==> config.mk <==
export PLATFORM = sky130hd
export DESIGN_NAME = cpu7_ifu_fetch_queue
export DESIGN_NICKNAME = d
export VERILOG_FILES = /design/src/rtl/cpu7_ifu_pkg.sv /design/src/rtl/cpu7_ifu_fq_ptr.sv /design/src/rtl/cpu7_ifu_fetch_queue.sv
export SDC_FILE = /design/constraint.sdc
export NUM_CORES = 2
export LEC_CHECK = 0
export BUFFER_PORTS_ARGS = -buffer_cell sky130_fd_sc_hd__buf_2
export CAP_MARGIN = 0
export CORE_MARGIN = 4
export CORE_UTILIZATION = 30
export CTS_CLUSTER_SIZE = 16
export DETAILED_ROUTE_END_ITERATION = 6
export GPL_TIMING_DRIVEN = 0
export SYNTH_ARGS = -nofsm -noshare
export SYNTH_HDL_FRONTEND = slang
export SYNTH_SLANG_ARGS = --single-unit
==> constraint.sdc <==
create_clock -name clock -period 18.8 [get_ports clock]
set_input_delay 0 -clock clock [delete_from_list [all_inputs] [get_ports clock]]
set_output_delay 0 -clock clock [all_outputs]
set_load 0.005 [all_outputs]
==> src/rtl/cpu7_ifu_pkg.sv <==
// Shared types for the cpu7 instruction fetch unit: queue entry layout and
// fetch FSM states.
package cpu7_ifu_pkg;

    localparam int LINE_WORDS = 4;

    typedef struct packed {
        logic [31:0] pc;
        logic [31:0] inst;
        logic        ex;
        logic [5:0]  exccode;
    } fq_entry_t;

    typedef enum logic [1:0] {
        INIT = 2'd0,
        RUN  = 2'd1,
        HALT = 2'd2
    } fq_state_e;

endpackage

==> src/rtl/cpu7_ifu_fq_ptr.sv <==
// Head/tail/occupancy bookkeeping for the circular fetch queue; a flush
// empties the queue by pulling head up to tail.
module cpu7_ifu_fq_ptr #(
    parameter int DEPTH = 8,
    parameter int AW    = $clog2(DEPTH)
) (
    input  logic          clock,
    input  logic          reset,
    input  logic          flush_i,
    input  logic [2:0]    push_cnt_i,
    input  logic [2:0]    pop_cnt_i,
    output logic [AW-1:0] head_o,
    output logic [AW-1:0] tail_o,
    output logic [AW:0]   occ_o
);

    logic [AW-1:0] head_q, head_d;
    logic [AW-1:0] tail_q, tail_d;
    logic [AW:0]   occ_q, occ_d;

    always_comb begin
        head_d = head_q + AW'(pop_cnt_i);
        tail_d = tail_q + AW'(push_cnt_i);
        occ_d  = occ_q + (AW+1)'(push_cnt_i) - (AW+1)'(pop_cnt_i);
        if (flush_i) begin
            head_d = tail_q;
            tail_d = tail_q;
            occ_d  = '0;
        end
    end

    always_ff @(posedge clock or posedge reset) begin
        if (reset) begin
            head_q <= '0;
            tail_q <= '0;
            occ_q  <= '0;
        end else begin
            head_q <= head_d;
            tail_q <= tail_d;
            occ_q  <= occ_d;
        end
    end

    assign head_o = head_q;
    assign tail_o = tail_q;
    assign occ_o  = occ_q;

endmodule

==> src/rtl/cpu7_ifu_fetch_queue.sv <==
// Fetch front end: line-aligned requests, circular instruction queue, NPORT
// in-order decode ports. Define CPU7_IFU_FQ_PERF_EN to add perf counters.
module cpu7_ifu_fetch_queue
    import cpu7_ifu_pkg::*;
#(
    parameter int DEPTH     = 8,
    parameter int NPORT     = 3,
    parameter int MAX_OUTST = 2
) (
    input  logic                clock,
    input  logic                reset,
    input  logic [31:0]         pc_init,
    output logic                inst_req,
    output logic [31:0]         inst_addr,
    input  logic                inst_addr_ok,
    input  logic                inst_valid,
    input  logic [127:0]        inst_rdata,
    input  logic                inst_ex,
    input  logic [5:0]          inst_exccode,
    output logic                inst_cancel,
    input  logic                br_cancel,
    input  logic [31:0]         br_target,
    input  logic [NPORT-1:0]    o_allow,
    output logic [NPORT-1:0]    o_valid,
    output logic [NPORT*32-1:0] o_port_pc,
    output logic [NPORT*32-1:0] o_port_inst,
    output logic [NPORT-1:0]    o_port_ex,
    output logic [NPORT*6-1:0]  o_port_exccode,
    output logic [NPORT-1:0]    o_port_taken
`ifdef CPU7_IFU_FQ_PERF_EN
    ,
    output logic [31:0]         perf_fetch_lines,
    output logic [31:0]         perf_stall_full,
    output logic [31:0]         perf_discard
`endif
);

    localparam int AW = $clog2(DEPTH);

    fq_state_e     state_q;
    logic [31:2]   fetch_pc_q;
    logic [1:0]    outst_q, outst_d;
    logic [1:0]    discard_q, discard_d;
    logic [29:0]   ofifo_q [MAX_OUTST];
    logic [29:0]   ofifo_d [MAX_OUTST];
    logic [1:0]    ocnt_q, ocnt_d;
    logic          inst_cancel_q;
    fq_entry_t     mem_q [DEPTH];

    logic [AW-1:0] head, tail;
    logic [AW:0]   occ;
    logic [31:0]   free_words, need_words;
    logic          space_ok, accept, drop, keep;
    logic [29:0]   req_word;
    logic [1:0]    req_off, wsel;
    logic [2:0]    push_cnt, pop_cnt;
    logic          pop_run;
    logic [LINE_WORDS-1:0] wr_en;
    logic [AW-1:0] wr_idx [LINE_WORDS];
    fq_entry_t     wr_data [LINE_WORDS];
    fq_entry_t     port_e;
    logic          unused_ok;

    // Room is reserved for a full line per in-flight request, so responses never overflow.
    assign free_words = 32'(DEPTH) - 32'(occ);
    assign need_words = (32'(outst_q) + 32'd1) << 2;
    assign space_ok   = free_words >= need_words;
    assign inst_req   = (state_q == RUN) && (32'(outst_q) < 32'(MAX_OUTST)) && space_ok;
    assign inst_addr  = {fetch_pc_q, 2'b00};
    assign accept     = inst_req & inst_addr_ok;
    assign drop       = inst_valid & (br_cancel | (discard_q != 2'd0));
    assign keep       = inst_valid & ~drop;
    assign req_word   = ofifo_q[0];
    assign req_off    = req_word[1:0];
    assign inst_cancel  = inst_cancel_q;
    assign o_port_taken = '0;
    assign unused_ok  = ^{pc_init[1:0], br_target[1:0]};

    always_comb begin
        push_cnt = 3'd0;
        if (keep) push_cnt = inst_ex ? 3'd1 : 3'(LINE_WORDS) - {1'b0, req_off};
    end

    always_comb begin
        pop_cnt = 3'd0;
        pop_run = 1'b1;
        for (int i = 0; i < NPORT; i++) begin
            if (pop_run && (occ > (AW+1)'(i)) && o_allow[i]) pop_cnt = pop_cnt + 3'd1;
            else pop_run = 1'b0;
        end
    end

    cpu7_ifu_fq_ptr #(.DEPTH(DEPTH), .AW(AW)) u_ptr (
        .clock      (clock),
        .reset      (reset),
        .flush_i    (br_cancel),
        .push_cnt_i (push_cnt),
        .pop_cnt_i  (pop_cnt),
        .head_o     (head),
        .tail_o     (tail),
        .occ_o      (occ)
    );

    // Every response retires one outstanding request, kept or dropped.
    always_comb begin
        outst_d   = outst_q + {1'b0, accept} - {1'b0, inst_valid};
        discard_d = discard_q;
        if (br_cancel) discard_d = outst_d;
        else if (inst_valid && discard_q != 2'd0) discard_d = discard_q - 2'd1;
    end

    always_comb begin
        for (int i = 0; i < MAX_OUTST; i++) ofifo_d[i] = ofifo_q[i];
        if (keep) begin
            for (int i = 0; i < MAX_OUTST - 1; i++) ofifo_d[i] = ofifo_q[i+1];
        end
        if (accept) begin
            for (int i = 0; i < MAX_OUTST; i++) begin
                if (2'(i) == ocnt_q - {1'b0, keep}) ofifo_d[i] = fetch_pc_q;
            end
        end
        ocnt_d = br_cancel ? 2'd0 : ocnt_q + {1'b0, accept} - {1'b0, keep};
    end

    always_ff @(posedge clock) begin
        ofifo_q <= ofifo_d;
    end

    always_ff @(posedge clock or posedge reset) begin
        if (reset) begin
            state_q       <= INIT;
            fetch_pc_q    <= '0;
            outst_q       <= '0;
            discard_q     <= '0;
            ocnt_q        <= '0;
            inst_cancel_q <= 1'b0;
        end else begin
            outst_q       <= outst_d;
            discard_q     <= discard_d;
            ocnt_q        <= ocnt_d;
            inst_cancel_q <= br_cancel;
            case (state_q)
                INIT: begin
                    state_q    <= RUN;
                    fetch_pc_q <= pc_init[31:2];
                end
                default: begin
                    if (br_cancel) begin
                        state_q    <= RUN;
                        fetch_pc_q <= br_target[31:2];
                    end else begin
                        if (accept) fetch_pc_q <= {fetch_pc_q[31:4] + 28'd1, 2'b00};
                        if (keep && inst_ex) state_q <= HALT;
                    end
                end
            endcase
        end
    end

    // An exception response becomes a single marker entry at the requested PC.
    always_comb begin
        wsel = '0;
        for (int j = 0; j < LINE_WORDS; j++) begin
            wsel       = req_off + 2'(j);
            wr_en[j]   = 3'(j) < push_cnt;
            wr_idx[j]  = tail + AW'(j);
            wr_data[j] = inst_ex ? {req_word, 2'b00, 32'd0, 1'b1, inst_exccode}
                                 : {req_word[29:2], wsel, 2'b00,
                                    inst_rdata[{wsel, 5'b00000} +: 32], 1'b0, 6'd0};
        end
    end

    always_ff @(posedge clock) begin
        for (int j = 0; j < LINE_WORDS; j++) begin
            if (wr_en[j]) mem_q[wr_idx[j]] <= wr_data[j];
        end
    end

    always_comb begin
        port_e = '0;
        for (int i = 0; i < NPORT; i++) begin
            port_e                   = mem_q[head + AW'(i)];
            o_valid[i]               = occ > (AW+1)'(i);
            o_port_pc[32*i +: 32]    = port_e.pc;
            o_port_inst[32*i +: 32]  = port_e.inst;
            o_port_ex[i]             = port_e.ex;
            o_port_exccode[6*i +: 6] = port_e.exccode;
        end
    end

`ifdef CPU7_IFU_FQ_PERF_EN
    logic [31:0] perf_lines_q, perf_stall_q, perf_discard_q;

    always_ff @(posedge clock or posedge reset) begin
        if (reset) begin
            perf_lines_q   <= '0;
            perf_stall_q   <= '0;
            perf_discard_q <= '0;
        end else begin
            if (keep) perf_lines_q <= perf_lines_q + 32'd1;
            if (drop) perf_discard_q <= perf_discard_q + 32'd1;
            if (state_q == RUN && 32'(outst_q) < 32'(MAX_OUTST) && !space_ok)
                perf_stall_q <= perf_stall_q + 32'd1;
        end
    end

    assign perf_fetch_lines = perf_lines_q;
    assign perf_stall_full  = perf_stall_q;
    assign perf_discard     = perf_discard_q;
`else
    // Counters absent: no extra state in the default build.
`endif

endmodule
Yosys cells after proc, flatten, opt, wreduce, memory -nomap -nowiden --
Memories as Yosys holds them, arrays and structs flattened. Cells that the tools add are included.
Cells by class: shifts and indexed selects 4, multipliers 0, div/mod/pow operators 0, bitwise operators 5, reductions and logical operators 16, equality and inequality tests 2, add/sub/neg operators 24, muxes and demuxes 34, $lt $le $gt $ge 9
Operator list (count):
- indexed part select 128 x 8 -> 32 bit | 4
- two-way mux 30 bit | 6
- two-way mux 43 bit | 3
- two-way mux 60 bit | 1
- two-way mux 39 bit | 1
- >= comparator 32 x 5 -> 1 bit | 1
- adder 28 x 1 -> 28 bit, second input constant | 1
- two-way mux 2 bit | 7
- two-way mux 3 bit | 4
- two-way mux 1 bit | 11
- adder 3 x 1 -> 3 bit, second input constant | 3
- adder 3 x 2 -> 3 bit, second input constant | 3
- logical AND 1 bit | 9
- > comparator 4 x 1 -> 1 bit, second input constant | 2
- adder 3 bit | 2
- less-than comparator 1 x 3 -> 1 bit, first input constant | 2
- less-than comparator 2 x 3 -> 1 bit, first input constant | 2
- nonzero test 3 bit | 2
- subtractor 2 x 1 -> 2 bit | 3
- subtractor 4 x 4 -> 5 bit, first input constant | 1
- adder 2 x 1 -> 2 bit | 2
- adder 2 bit, second input constant | 2
- adder 4 x 3 -> 4 bit | 1
- > comparator 4 x 2 -> 1 bit, second input constant | 1
- other kinds (16) | 20
Word-level totals: flip-flop bits (word level) 109, output and inout bits 253, memory bits (writable) 568, input port bits 207, memory bits (read-only) 0, memories kept 1, latch bits 0, word-level logic and storage cells 106
Memory list:
- mem_q | depth 8, bits a word 71, rd ports 3, clocked after memory_dff 0, write ports 4, RTL line cpu7_ifu_fetch_queue.sv:48 | fq_entry_t mem_q [DEPTH];

Longest topological paths before layout --
depth after elaboration 11, depth in mapped cells 17, depth with buffers taken out 15

Cells and area by module --
A second synthesis with hierarchy kept.
Second synthesis, totals: cells, all modules 3589, area, all modules 43022.5 µm²
Modules (own cells, without submodules):
- cpu7_ifu_fetch_queue | area each 42391.9 µm², instances 1, cells each 3530, sequential area each 19053.3 µm²
- cpu7_ifu_fq_ptr | area each 630.6 µm², instances 1, cells each 59, sequential area each 250.2 µm²

Worst setup path before layout --
No wires, ideal clock.
path kind reg-to-reg, start reg ofifo_q (netlist bit req_word[0]), end mem mem_q[3][0] (netlist name) (enable), clock period less this slack 7.743 ns, required time 18.202 ns, stages on the path, launching flop included 11, buffers on the path 4, library setup time 0.598 ns, arrival time 7.144 ns, slack 11.057 ns, cells stage by stage dfxtp_1 buf_2 buf_2 buf_4 clkinv_1 ha_1 buf_2 or2_1 a2bb2oi_1 nand2b_1 o31ai_1
RTL lines:
- start, declared | RTL line cpu7_ifu_fetch_queue.sv:44 | logic [29:0] ofifo_q [MAX_OUTST];
- start signal, assigned | RTL line cpu7_ifu_fetch_queue.sv:126 | ofifo_q <= ofifo_d;
- end, declared | RTL line cpu7_ifu_fetch_queue.sv:48

==> flow_metrics.tcl <==
set metrics [dict create \
    post-route-drc-count 0 \
    coreArea_um2 142000 \
    cp_slowest_cell "o2111ai_1" \
    synth_xor_xnor_area_share_pct 0.568 \
    vias_per_cell 6.18 \
    cts_root_buf "clkbuf_16" \
    detail_route.wl_per_cell_um 32.3 \
    finClkSkew_ns 0.0354 \
    power.leakage_uw 0.0195 \
    grt_pass1_wl_um 284000 \
    routed_wl_um 204000 \
    max_freq_mhz 145 \
    power_density_nw_per_um2 169 \
    dpl.hpwl_um 146000 \
    route.vias.total 39058 \
    multi_input_area_um2 22300 \
    synth_simple_gate_area_share_pct 10.1 \
    htreeDepth 3 \
    ios 460 \
    clock_sinks 661 \
    syn_area_per_cell_um2 11.6 \
    report.final.setup_viol 0 \
    ant_nets 0 \
    fin_nets 4589 \
    synth_compound_area_share_pct 13.6 \
    cts_hold_buf 73 \
    fp.dieH_um 387 \
    drive_above_1_share_pct 26.0 \
    tns_ns 0 \
    first_iter_violations 5546 \
    synth_area_um2 43100 \
    ys_seq_area_share_pct 44.7 \
    rows 138 \
    cts_max_path_buffers 3 \
    synth_top_area_share_pct 40.5 \
    path_clk_slew_ns 0.06 \
    ys_types 79 \
    grt_pass1_vias 37824 \
    ys_ff_latch 661 \
    period_minus_slack_ns 6.89 \
    crit_required_ns 19.19 \
    ir_drop_mv 0.0940 \
    place.gp.congestion 0.996 \
    regArea_um2 19300 \
    cp_slowest_stage_delay_ns 1.11 \
    grt-ovfl-total 0 \
    cp.arrival_ns 7.28 \
    ys_top_cells_by_area "edfxtp_1 41%, mux4_2 11%, mux2i_1 9.9%" \
    status "finished with violations" \
    synthAdderAreaFrac_pct 0.882 \
    crit_path_start_kind "register" \
    rsz0062_at_grt "false" \
    synth_top_area_cell "edfxtp_1" \
    start_util_pct 30.3 \
    slew_violations 35 \
    first_pass_iters 7 \
    die-area_um2 150000 \
    syn_to_final_growth_pct 19.8 \
    slew_headroom_pct -10.2 \
    violations "capacitance limit, slew limit" \
    port_buffers 444 \
    hold_viol 0 \
    synthArstFlopShare_pct 7.41 \
    maxCapViolCount 5 \
    synthMuxAreaShare_pct 26.2 \
    crit_type "register to register" \
    grt_max_degree 47 \
    fp.dieW_um 387 \
    tightest_slew_ns 1.63 \
    globalRouteTotalUtil_pct 25.9 \
    numCtsBuffers 71 \
    hp-class "input port to register" \
    cpMostUsedCell "clkbuf_1" \
    cts_tree "yes" \
    ys.flop_type "edfxtp_1" \
    crit_fanout 16 \
    antenna_found_initial 27 \
    cts_setup_buffers 0 \
    yosysWarnings 0 \
    crit_chain "clkbuf_1 > inv_1 > clkbuf_1 > clkbuf_1 > ha_1 > buf_2 > nor2b_1 > buf_2 > o2111ai_1 > clkbuf_1 > o2111ai_4 > buf_16 > buf_16 > buf_16" \
    post-route-period-util_pct 36.7 \
    syn_inst 3717 \
    fin_hold_ws_ns 0.0275 \
    synth_top_family_by_area "multiplexers" \
    cts_resized 0 \
    insertion_delay_ns 0.67 \
    synth_edf_count 582 \
    cp-end-kind "register" \
    num-fill-cells 13911 \
]
[logic make-up after synthesis]
logic type | after synthesis
other | 1
XOR/XNOR | 28
flip-flops | 661
adder cells (fa/ha/maj) | 28
AO/OA/AOI/OAI | 797
AND/OR/NAND/NOR | 968
multiplexers | 843
buffers and inverters | 391
[cells in the mapped netlist (all sizes together), types with 3 or more instances]
library cell / instances
edfxtp: 582
mux2i: 425
nand2: 422
nor2: 262
clkbuf: 219
mux2: 209
mux4: 209
o21ai: 187
a221oi: 161
buf: 132
a21oi: 130
o311a: 96
and2: 79
nor2b: 70
o221ai: 65
dfrtp: 49
inv: 39
nand3: 36
nor3: 35
o2bb2ai: 33
o311ai: 32
dfxtp: 30
ha: 24
o211ai: 19
xnor2: 19
and3: 17
o2111ai: 13
a31oi: 11
nand4: 9
or3: 9
xor2: 9
a21boi: 8
nand2b: 7
or4: 6
a211oi: 5
nor4: 5
a2bb2oi: 4
fa: 4
a2111o: 3
a211o: 3
o211a: 3
o21a: 3
o31a: 3
o31ai: 3
or2: 3
[per-layer routing]
metal  GRT usage, %  wire length, µm
met1           31.7            74000
met2           39.7            88700
met3           8.17            25400
met4           16.3            15900
met5              0              100
[worst max-delay path, delay by kind of cell (launching register included)]
family / cells / cell delay [ns]
buffers and inverters: 10 / 4.00
adder cells (fa/ha/maj): 1 / 0.37
AND/OR/NAND/NOR: 1 / 0.17
AO/OA/AOI/OAI: 2 / 1.77
flip-flops: 1 / 0.29
[sequential cells by signal, indices dropped and copies added, names as in the netlist]
name	count
u_ptr.tail_o	3
state_q	2
req_word	30
ofifo_q	30
u_ptr.head_o	3
inst_cancel	1
outst_q	2
discard_q	2
ocnt_q	2
u_ptr.occ_o	4
mem_q	552
fetch_pc_q	30
[where the power goes]
group	total (µW)	internal, µW	switching [µW]
Sequential	2170	1940	229
Combinational	5150	1890	3260
Clock	1440	798	641
Total	8760	4630	4130
[cell type report]
| type | count | area share, % |
|---|---|---|
| Clock inverter | 41 | 0.866 |
| Multi-Input combinational cell | 2675 | 43.1 |
| Timing Repair Buffer | 554 | 7.07 |
| Sequential cell | 661 | 37.3 |
| Inverter | 40 | 0.290 |
| Buffer | 351 | 2.94 |
| Tap cell | 1890 | 4.57 |
| Antenna cell | 26 | 0.126 |
| Clock buffer | 86 | 3.65 |
[through the flow]
stage / cell area, µm² / worst slack [ns] / cells / total power [µW] / util (%)
floorplan: 43200 / 11.06 / 3727 / 4950 / -
global placement: 47800 / 2.85 / 6061 / 7110 / 33.6
detailed placement: 48500 / 12.38 / 6096 / 7170 / 34.1
CTS: 51600 / 12.37 / 6296 / 8630 / 36.3
global route: 51600 / 12.14 / 6299 / 9070 / 36.3
finish: 51700 / 11.91 / 6324 / 8760 / 36.3
[path summary, 6_finish.rpt]
| kind | slack (ns) | cells after the start | end | from |
|---|---|---|---|---|
| worst max-delay path | 11.91 | 14 | mem_q[7][47]$_DFFE_PP_ | req_word[1]$_DFF_P_ |
| worst min-delay path | 0.03 | 5 | fetch_pc_q[31]$_DFFE_PP0P_ | br_target[31] |
| worst max register to register | 11.91 | 14 | mem_q[7][47]$_DFFE_PP_ | req_word[1]$_DFF_P_ |
| worst min register to register | 0.51 | 2 | req_word[18]$_DFF_P_ | ofifo_q[18]$_DFFE_PP_ |
| max in group asynchronous | 17.68 | 5 | u_ptr.head_o[2]$_DFF_PP0_ | reset |
| min in group asynchronous | 0.55 | 4 | fetch_pc_q[8]$_DFFE_PP0P_ | reset |
[cells in the final DEF, fill, tap and decap left out, drive strengths merged, types with 35 or more instances in the layout]
cell type / count
buf: 613
edfxtp: 582
mux2i: 425
nand2: 422
clkbuf: 305
nor2: 262
mux4: 209
mux2: 209
o21ai: 187
a221oi: 161
a21oi: 130
o311a: 96
and2: 79
dlygate4sd3: 73
nor2b: 70
o221ai: 65
dfrtp: 49
inv: 46
nand3: 36
nor3: 35
(Power assumes the default switching activity.)
